===== config.mk =====
export PLATFORM = sky130hd
export DESIGN_NAME = serial_adder_core
export DESIGN_NICKNAME = d
export VERILOG_FILES = /design/src/rtl/serial_adder_core.sv
export SDC_FILE = /design/constraint.sdc
export NUM_CORES = 1
export LEC_CHECK = 0
export CAP_MARGIN = 20
export CORE_MARGIN = 2
export CORE_UTILIZATION = 30
export CTS_CLUSTER_SIZE = 16
export DETAILED_ROUTE_END_ITERATION = 8
export PLACE_DENSITY = 0.63
export SETUP_SLACK_MARGIN = 0.5
export SLEW_MARGIN = 20
export SYNTH_ARGS = -nofsm -noshare
export SYNTH_HDL_FRONTEND = slang
export SYNTH_HIERARCHICAL = 1
export SYNTH_SLANG_ARGS = --single-unit
export TNS_END_PERCENT = 100

===== constraint.sdc =====
create_clock -name clk -period 1.4 [get_ports clk]
set_input_delay 0.21 -clock clk [delete_from_list [all_inputs] [get_ports clk]]
set_output_delay 0.21 -clock clk [all_outputs]
set_load 0.02 [all_outputs]

===== src/rtl/serial_adder_core.sv =====
// rtl/serial_adder_core.sv - bit-serial N-bit adder around a one-bit full-adder cell
// Operands accepted on in_valid/in_ready, result returned on out_valid/out_ready.

module full_adder_cell (
    input  logic a_i,
    input  logic b_i,
    input  logic c_i,
    output logic s_o,
    output logic c_o
);
    assign s_o = a_i ^ b_i ^ c_i;
    assign c_o = (a_i & b_i) | (c_i & (a_i ^ b_i));
endmodule

module serial_adder_core #(
    parameter  int WIDTH = 8,
    localparam int CNT_W = $clog2(WIDTH)
) (
    input  logic             clk,
    input  logic             rst_n,
    input  logic             in_valid,
    output logic             in_ready,
    input  logic [WIDTH-1:0] a,
    input  logic [WIDTH-1:0] b,
    input  logic             cin,
    output logic             out_valid,
    input  logic             out_ready,
    output logic [WIDTH-1:0] sum,
    output logic             cout,
    output logic             busy
);
    typedef enum logic [1:0] {
        ST_IDLE  = 2'd0,
        ST_SHIFT = 2'd1,
        ST_DONE  = 2'd2
    } state_t;

    localparam logic [CNT_W-1:0] CNT_LAST = CNT_W'(WIDTH - 1);

    state_t             state_q, state_d;
    logic [WIDTH-1:0]   a_sr_q, a_sr_d;
    logic [WIDTH-1:0]   b_sr_q, b_sr_d;
    logic [WIDTH-1:0]   sum_sr_q, sum_sr_d;
    logic               carry_q, carry_d;
    logic [CNT_W-1:0]   cnt_q, cnt_d;
    logic [WIDTH-1:0]   sum_q, sum_d;
    logic               cout_q, cout_d;
    logic               in_ready_q, in_ready_d;
    logic               fa_sum, fa_carry;

    full_adder_cell u_fa (
        .a_i (a_sr_q[0]),
        .b_i (b_sr_q[0]),
        .c_i (carry_q),
        .s_o (fa_sum),
        .c_o (fa_carry)
    );

    always_ff @(posedge clk or negedge rst_n) begin
        if (!rst_n) begin
            state_q    <= ST_IDLE;
            a_sr_q     <= '0;
            b_sr_q     <= '0;
            sum_sr_q   <= '0;
            carry_q    <= 1'b0;
            cnt_q      <= '0;
            sum_q      <= '0;
            cout_q     <= 1'b0;
            in_ready_q <= 1'b0;
        end else begin
            state_q    <= state_d;
            a_sr_q     <= a_sr_d;
            b_sr_q     <= b_sr_d;
            sum_sr_q   <= sum_sr_d;
            carry_q    <= carry_d;
            cnt_q      <= cnt_d;
            sum_q      <= sum_d;
            cout_q     <= cout_d;
            in_ready_q <= in_ready_d;
        end
    end

    always_comb begin
        state_d  = state_q;
        a_sr_d   = a_sr_q;
        b_sr_d   = b_sr_q;
        sum_sr_d = sum_sr_q;
        carry_d  = carry_q;
        cnt_d    = cnt_q;
        sum_d    = sum_q;
        cout_d   = cout_q;
        case (state_q)
            ST_IDLE: begin
                // in_ready is low on the first edge after reset release, so no accept there
                if (in_valid && in_ready_q) begin
                    a_sr_d  = a;
                    b_sr_d  = b;
                    carry_d = cin;
                    cnt_d   = '0;
                    state_d = ST_SHIFT;
                end
            end
            ST_SHIFT: begin
                sum_sr_d = {fa_sum, sum_sr_q[WIDTH-1:1]};
                a_sr_d   = {1'b0, a_sr_q[WIDTH-1:1]};
                b_sr_d   = {1'b0, b_sr_q[WIDTH-1:1]};
                carry_d  = fa_carry;
                cnt_d    = cnt_q + CNT_W'(1);
                if (cnt_q == CNT_LAST) begin
                    sum_d   = {fa_sum, sum_sr_q[WIDTH-1:1]};
                    cout_d  = fa_carry;
                    state_d = ST_DONE;
                end
            end
            ST_DONE: begin
                if (out_ready) begin
                    state_d = ST_IDLE;
                end
            end
            default: state_d = ST_IDLE;
        endcase
        in_ready_d = (state_d == ST_IDLE);
    end

    assign in_ready  = in_ready_q;
    assign out_valid = (state_q == ST_DONE);
    assign busy      = (state_q != ST_IDLE);
    assign sum       = sum_q;
    assign cout      = cout_q;
endmodule


==> results of run 1 <==
==> synthesized netlist by cell type (all sizes together) (2+ instances only) <==
cell	count	area [sq um]
dfrtp	39	976
o21ai	33	165
mux2	17	225
mux2i	15	150
buf	5	70.1
a21oi	4	23.8
nand2	4	31.3
clkbuf	3	11.3
a22o	2	17.5
and4b	2	20.0
ha	2	25.0
or2	2	12.5
==> layer usage <==
layer  share of wire  up-vias  global-route usage
met5               0        -                   0
met3           0.048        8              0.0367
met2            0.48       29               0.199
li1                -      611                   -
met4           0.018        0              0.0610
met1            0.45      631               0.161
==> per-stage QoR <==
stage / instances / cell area (sq um) / util / setup TNS [ns] / worst slack [ns]
6_report: 275 / 2740 / 0.471 / 0 / 0.0626
5_1_grt: 275 / 2740 / 0.471 / 0 / 0.0166
4_1_cts: 269 / 2610 / 0.449 / 0 / 0.0601
3_5_place_dp: 242 / 2270 / 0.391 / -1.75 / -0.115
3_3_place_gp: 242 / 2270 / 0.391 / -1.33 / -0.0976
2_1_floorplan: 133 / 1820 / - / 0 / 0.125
==> worst max-delay path: cells and delay by family, from the launching register on <==
family | cells | cell delay [ns]
DFF | 1 | 0.42
and+or+nand+nor | 1 | 0.29
muxes | 1 | 0.26
buffers and inverters | 2 | 0.22
AOI/OAI and AO/OA | 1 | 0.03
==> power groups by stage <==
stage	Clock (mW)	Combinational [mW]	Sequential, mW
after floorplan	0	1.89	2.12
after global placement	0	2.73	2.01
after detailed placement	0	2.80	2.04
after CTS	1.02	3.45	2.03
after global routing	1.07	4.11	2.11
final	0.983	3.83	2.04
==> state kept, by name (all words and copies together), names as in the netlist <==
name      cells
carry_q       1
in_ready      1
cout          1
a_sr_q        8
sum           8
b_sr_q        8
sum_sr_q      7
cnt_q         3
state_q       2
==> what timing repair did <==
action | in CTS | in global routing
hold endpoints to repair | 14 | 0
cloned | 2 | 2
setup endpoints to repair | 51 | 76
buffers inserted | 16 | 4
pin swaps | 4 | 1
hold buffers | 1 | 0
gates resized for setup | 82 | 14
==> kinds of logic after synthesis <==
kind of cell | count (synthesis) | share of synthesized area
AOI/OAI and AO/OA | 40 | 0.120
adders and majority gates | 3 | 0.0253
buffers and inverters | 9 | 0.0478
DFF | 39 | 0.548
muxes | 32 | 0.211
and+or+nand+nor | 10 | 0.0485
==> layout make-up <==
cell class,count,area [sq um]
fillers,573,3080
multi-input cells,86,821
well taps,75,93.8
repair buffers,66,726
clock inverters,2,35.0
flip-flops and latches,39,978
inverters,1,3.75
clock buffers,6,82.6
==> worst max path at each step <==
stage / cells after the start / slack (ns) / from / to
final: 5 / 0.06 / state_q[0]$_DFF_PN0_ / cnt_q[0]$_DFFE_PN0P_
after global routing: 5 / 0.02 / state_q[0]$_DFF_PN0_ / carry_q$_DFFE_PN0P_
after CTS: 4 / 0.06 / state_q[1]$_DFF_PN0_ / a_sr_q[5]$_DFFE_PN0P_
after detailed placement: 5 / -0.12 / in_valid / a_sr_q[5]$_DFFE_PN0P_
after global placement: 4 / -0.1 / in_valid / cnt_q[0]$_DFFE_PN0P_
after floorplan: 4 / 0.12 / in_ready$_DFF_PN0_ / cnt_q[0]$_DFFE_PN0P_
==> results.md, run 1 <==
- Lkg Pwr: 1.29 nW
- Antenna Cells: 0
- Flop pwr share: 0.298
- R2r startpoint: state_q[0]$_DFF_PN0_
- Maximum clock rate: 748 MHz
- Synth cell types: 23
- Worst min path class: in -> async
- Placer Congestion: 0.719
- Cell Area, Synth: 0.00178 sq mm
- Async S/R FF share, synth: 1.00
- Reg2reg end: cnt_q[0]$_DFFE_PN0P_
- Post-Synthesis Cells: 133
- Mean Syn Cell Area: 13.4 sq um
- Synth Register Bits: 39
- Std cell rows: 28
- Critical path's slowest cell: dfrtp_1
- Number of routed nets with antenna violations: 0
- Sw frac: 0.326
- Clk sinks: 39
- YS warnings: 6
- Starting Density: 0.306
- Register area share after synthesis: 0.548
- Layout cells sized above 1: 0.445
- Outcome: finished, final reports clean
- Total wire length: 3920 um
- Final setup fails: 0
- IO Port Bufs: 32
- Avg WL per Cell: 14.3 um
- Final hold viol count: 0
- Die footprint: 0.00657 sq mm
- Htree depth: 2
- I/O pin count: 33
- Worst-margin pin slew: 0.249 ns
- Hpwl dp: 2380 um
- Area grow syn2layout: 53.8%
- GRT overflow: 0
- Top_reg_cell synth: dfrtp_1
- Fin crit period: 1.34 ns
- Fin nets: 223
- Number of CTS-inserted buffers: 5
- Drt pass-1 iters: 4
- Crit Path Class: reg -> reg
- Req. time, crit path: 1.58 ns
- Area of the core: 0.00582 sq mm
- Final Max Slew Viols: 0
- Nature of the critical path startpoint: flop
- CTS tree: done
- Most common cell after layout, fill and taps aside: dfrtp_1
- Power, Total: 6.85 mW
- R2R depth: 5
- Skew final: 0.00855 ns
- Chip width: 81.1 um
- EDFF count, synth: 0
- Post-route DRC: 0
- Pin count of the biggest net entering global routing: 26
- Biggest cell delay along the critical path: 0.42 ns
- FF-to-FF setup slack: 0.06 ns
- Maximum VDD drop: 0.933 mV
- Reg clk slew, reported paths: 0.08 ns
- Comb power frac: 0.559
- Clk_lat worst skew: 0.30 ns
- Chip Height: 81.1 um
- Antenna violations before repair: 0
- RSZ-0062 raised after global routing: yes
- Crit share post-route: 0.955
- Net Switching: 2.24 mW
- CP max FO: 6
- Slew margin rel.: 0.834
- Most frequent cells in the layout: dfrtp_1, buf_6, clkdlybuf4s50_1
- Power per Cell Area: 2500 mW/mm^2
- Iteration-0 DRC Markers: 35
- Internal power: 4.62 mW
- Net Count, Synth: 157
- Worst Path Arrival: 1.52 ns
- Most used cell, CP: buf_6
- Global-route wire length before repair: 6230 um
- Vias per cell: 4.65
- Total GRT Usage: 0.127
- Number of global-route vias before repair: 1293
- Min Hold Slack: 0.333 ns
- Maxcap violations: 0
- Element type at the critical path end: flop
- CTS root buffer: clkbuf_8
- Cell Chain, Critical Path: buf_6 -> buf_6 -> a21oi_4 -> or2_4 -> mux2_4
- Clock network fraction of total power: 0.143
- Max Root-Sink Buffers: 2
- Via Count: 1279
Power figures use the tool's default switching activity.
==> run 2, diff against run 1 <==
Settings changed: DONT_BUFFER_PORTS from default to 1, PLACE_DENSITY 0.63 to 0.55.
==> run 2 against run 1 <==
The run now ends with hold timing left. Worst setup slack got worse by 0.017 ns. Die area did not move. Via count fell by 11%. Critical path depth fell by 3. Cell count fell by 15%. Core utilization fell by 7.7 points. Register-to-register slack got worse by 0.02 ns. Sequential power rose by 9%. Worst hold slack got worse by 0.73 ns.
==> results.md, run 2 (synthesized netlist as in run 1, its figures left out) <==
- FF-to-FF setup slack: 0.05 ns (-0.02 ns)
- Avg WL per Cell: 16.4 um (+15%)
- Maxcap violations: 0 (unchanged)
- Area grow syn2layout: 28.5%
- Element type at the critical path end: output pin
- Skew final: 0.0114 ns (+0.00289 ns)
- Max Root-Sink Buffers: 2 (unchanged)
- Fin nets: 181 (-19%)
- Pre-CTS setup slack: 0.0673 ns (+0.183 ns)
- Number of routed nets with antenna violations: 0 (unchanged)
- Power, Total: 5.97 mW (-13%)
- Chip width: 81.1 um (unchanged)
- Reg clk slew, reported paths: 0.08 ns (about the same)
- Lkg Pwr: 1.05 nW (-19%)
- Critical path's slowest cell: dfrtp_2
- Layout Utilization: 0.394 (-0.0775)
- Final Max Slew Viols: 0 (unchanged)
- Hpwl dp: 2500 um (+4.9%)
- Min Hold Slack: -0.394 ns (-0.727 ns)
- Placer Congestion: 0.738 (+2.6%)
- Global-route wire length before repair: 6200 um (-0.55%)
- CP max FO: 3 (-3)
- RSZ-0062 raised after global routing: yes
- Slew margin rel.: 0.869 (+0.0352)
- GRT overflow: 0 (unchanged)
- Die footprint: 0.00657 sq mm (unchanged)
- Crit share post-route: 0.968 (+0.0125)
- Fin crit period: 1.35 ns (+0.0175 ns)
- Worst Path Arrival: 1.14 ns (-0.38 ns)
- Req. time, crit path: 1.19 ns (-0.39 ns)
- Maximum VDD drop: 0.941 mV (+0.79%)
- CTS root buffer: clkbuf_8
- Most frequent cells in the layout: dfrtp_1, o21ai_1, mux2_4
- IO Port Bufs: 0 (-100%)
- Nature of the critical path startpoint: flop
- Layout Cells excl Fill: 233 (-15%)
- Via Count: 1134 (-11%)
- Fin worst setup slack: 0.0452 ns (-0.0175 ns)
- I/O pin count: 33 (unchanged)
- Std cell rows: 28 (unchanged)
- Total GRT Usage: 0.127 (about the same)
- Worst min path class: in -> async
- Number of global-route vias before repair: 1238 (-4.3%)
- Final setup fails: 0 (unchanged)
- Vias per cell: 4.87 (+4.6%)
- Outcome: finished with violations
- Antenna violations before repair: 0 (unchanged)
- Starting Density: 0.306 (unchanged)
- Placed insts: 210 (-13%)
- Most common cell after layout, fill and taps aside: dfrtp_1
- Drt pass-1 iters: 4 (unchanged)
- Hold Buf Count CTS: 1 (unchanged)
- Setup TNS: 0 ns (unchanged)
- Clk sinks: 39 (unchanged)
- Iteration-0 DRC Markers: 53 (+51%)
- CTS tree: done
- Failing checks: hold timing
- Worst-margin pin slew: 0.195 ns (-0.0548 ns)
- Crit Path Class: reg -> out
- Antenna Cells: 0 (unchanged)
- Total wire length: 3820 um (-2.6%)
- Power per Cell Area: 2610 mW/mm^2 (+4.3%)
- Pin count of the biggest net entering global routing: 40 (+54%)
- Htree depth: 2 (unchanged)
- Number of CTS-inserted buffers: 5 (unchanged)
- Area of the core: 0.00582 sq mm (unchanged)
- R2r startpoint: state_q[1]$_DFF_PN0_
- Final hold viol count: 39 (+39)
- Cell Chain, Critical Path: buf_6 -> or2_4
- Biggest cell delay along the critical path: 0.45 ns (+0.03 ns)
- Chip Height: 81.1 um (unchanged)
- Worst setup path startpoint: state_q[1]$_DFF_PN0_
- Post-route DRC: 0 (unchanged)
- Maximum clock rate: 738 MHz (-1.3%)
- Layout cells sized above 1: 0.456 (+0.0107)
- Clk_lat worst skew: 0.29 ns (about the same)
-- run 2: cell count changes in the layout (fill, tap and decap cells not counted), sizes merged --
cell / delta
clkbuf: -2
clkdlybuf4s50: -19
clkinvlp: +1
buf: -21
bufinv: -1
-- run 2: final timing paths --
kind,end,depth (start not counted)
hold / removal,sum[7]$_DFFE_PN0P_,0
min in group clk,in_ready$_DFF_PN0_,1
hold reg to reg,b_sr_q[1]$_DFFE_PN0P_,2
setup reg to reg,sum[0]$_DFFE_PN0P_,5
max in group asynchronous,cnt_q[2]$_DFFE_PN0P_,0
setup / recovery,busy,2
-- run 2: cell type report --
type	count	area, sq um
fillers	560	3530
clock inverters	2	12.5
inverters	1	6.26
repair buffers	24	292
clock buffers	6	72.6
flip-flops and latches	39	990
multi-input cells	86	823
well taps	75	93.8
-- run 2: routing by layer --
metal  vias up  wire (um)  track usage
met4         0         48       0.0508
met5         -          0            0
li1        524          -            -
met2        33       1900        0.207
met1       573       1640        0.157
met3         4        232       0.0389
-- run 2: report_power, final --
group          internal [mW]  leakage (nW)  switching [mW]
sequential              1.70         0.470           0.523
combinational           1.84         0.536            1.18
clock                  0.348        0.0412           0.386
-- run 2: repair_timing --
item / 4_1_cts / 5_1_grt
gates resized for setup: 23 / 11
cloned: 2 / 1
setup buffers: 6 / 5
pin swaps: 2 / 4
endpoints found under the hold margin: 40 / 39
setup endpoints to repair: 51 / 51
-- run 2: worst max-delay path, delay by kind of cell (launching register included) --
kind,cells,cell delay (ns)
flops,1,0.45
buf+inv,1,0.14
simple gates,1,0.26
-- run 2: through the flow --
stage	hold WS, ns	cell area [sq um]
2_1_floorplan	-0.0856	1820
6_report	-0.394	2290
3_5_place_dp	-0.0846	1920
5_1_grt	-0.417	2290
4_1_cts	-0.405	2170
3_3_place_gp	-0.0843	1920
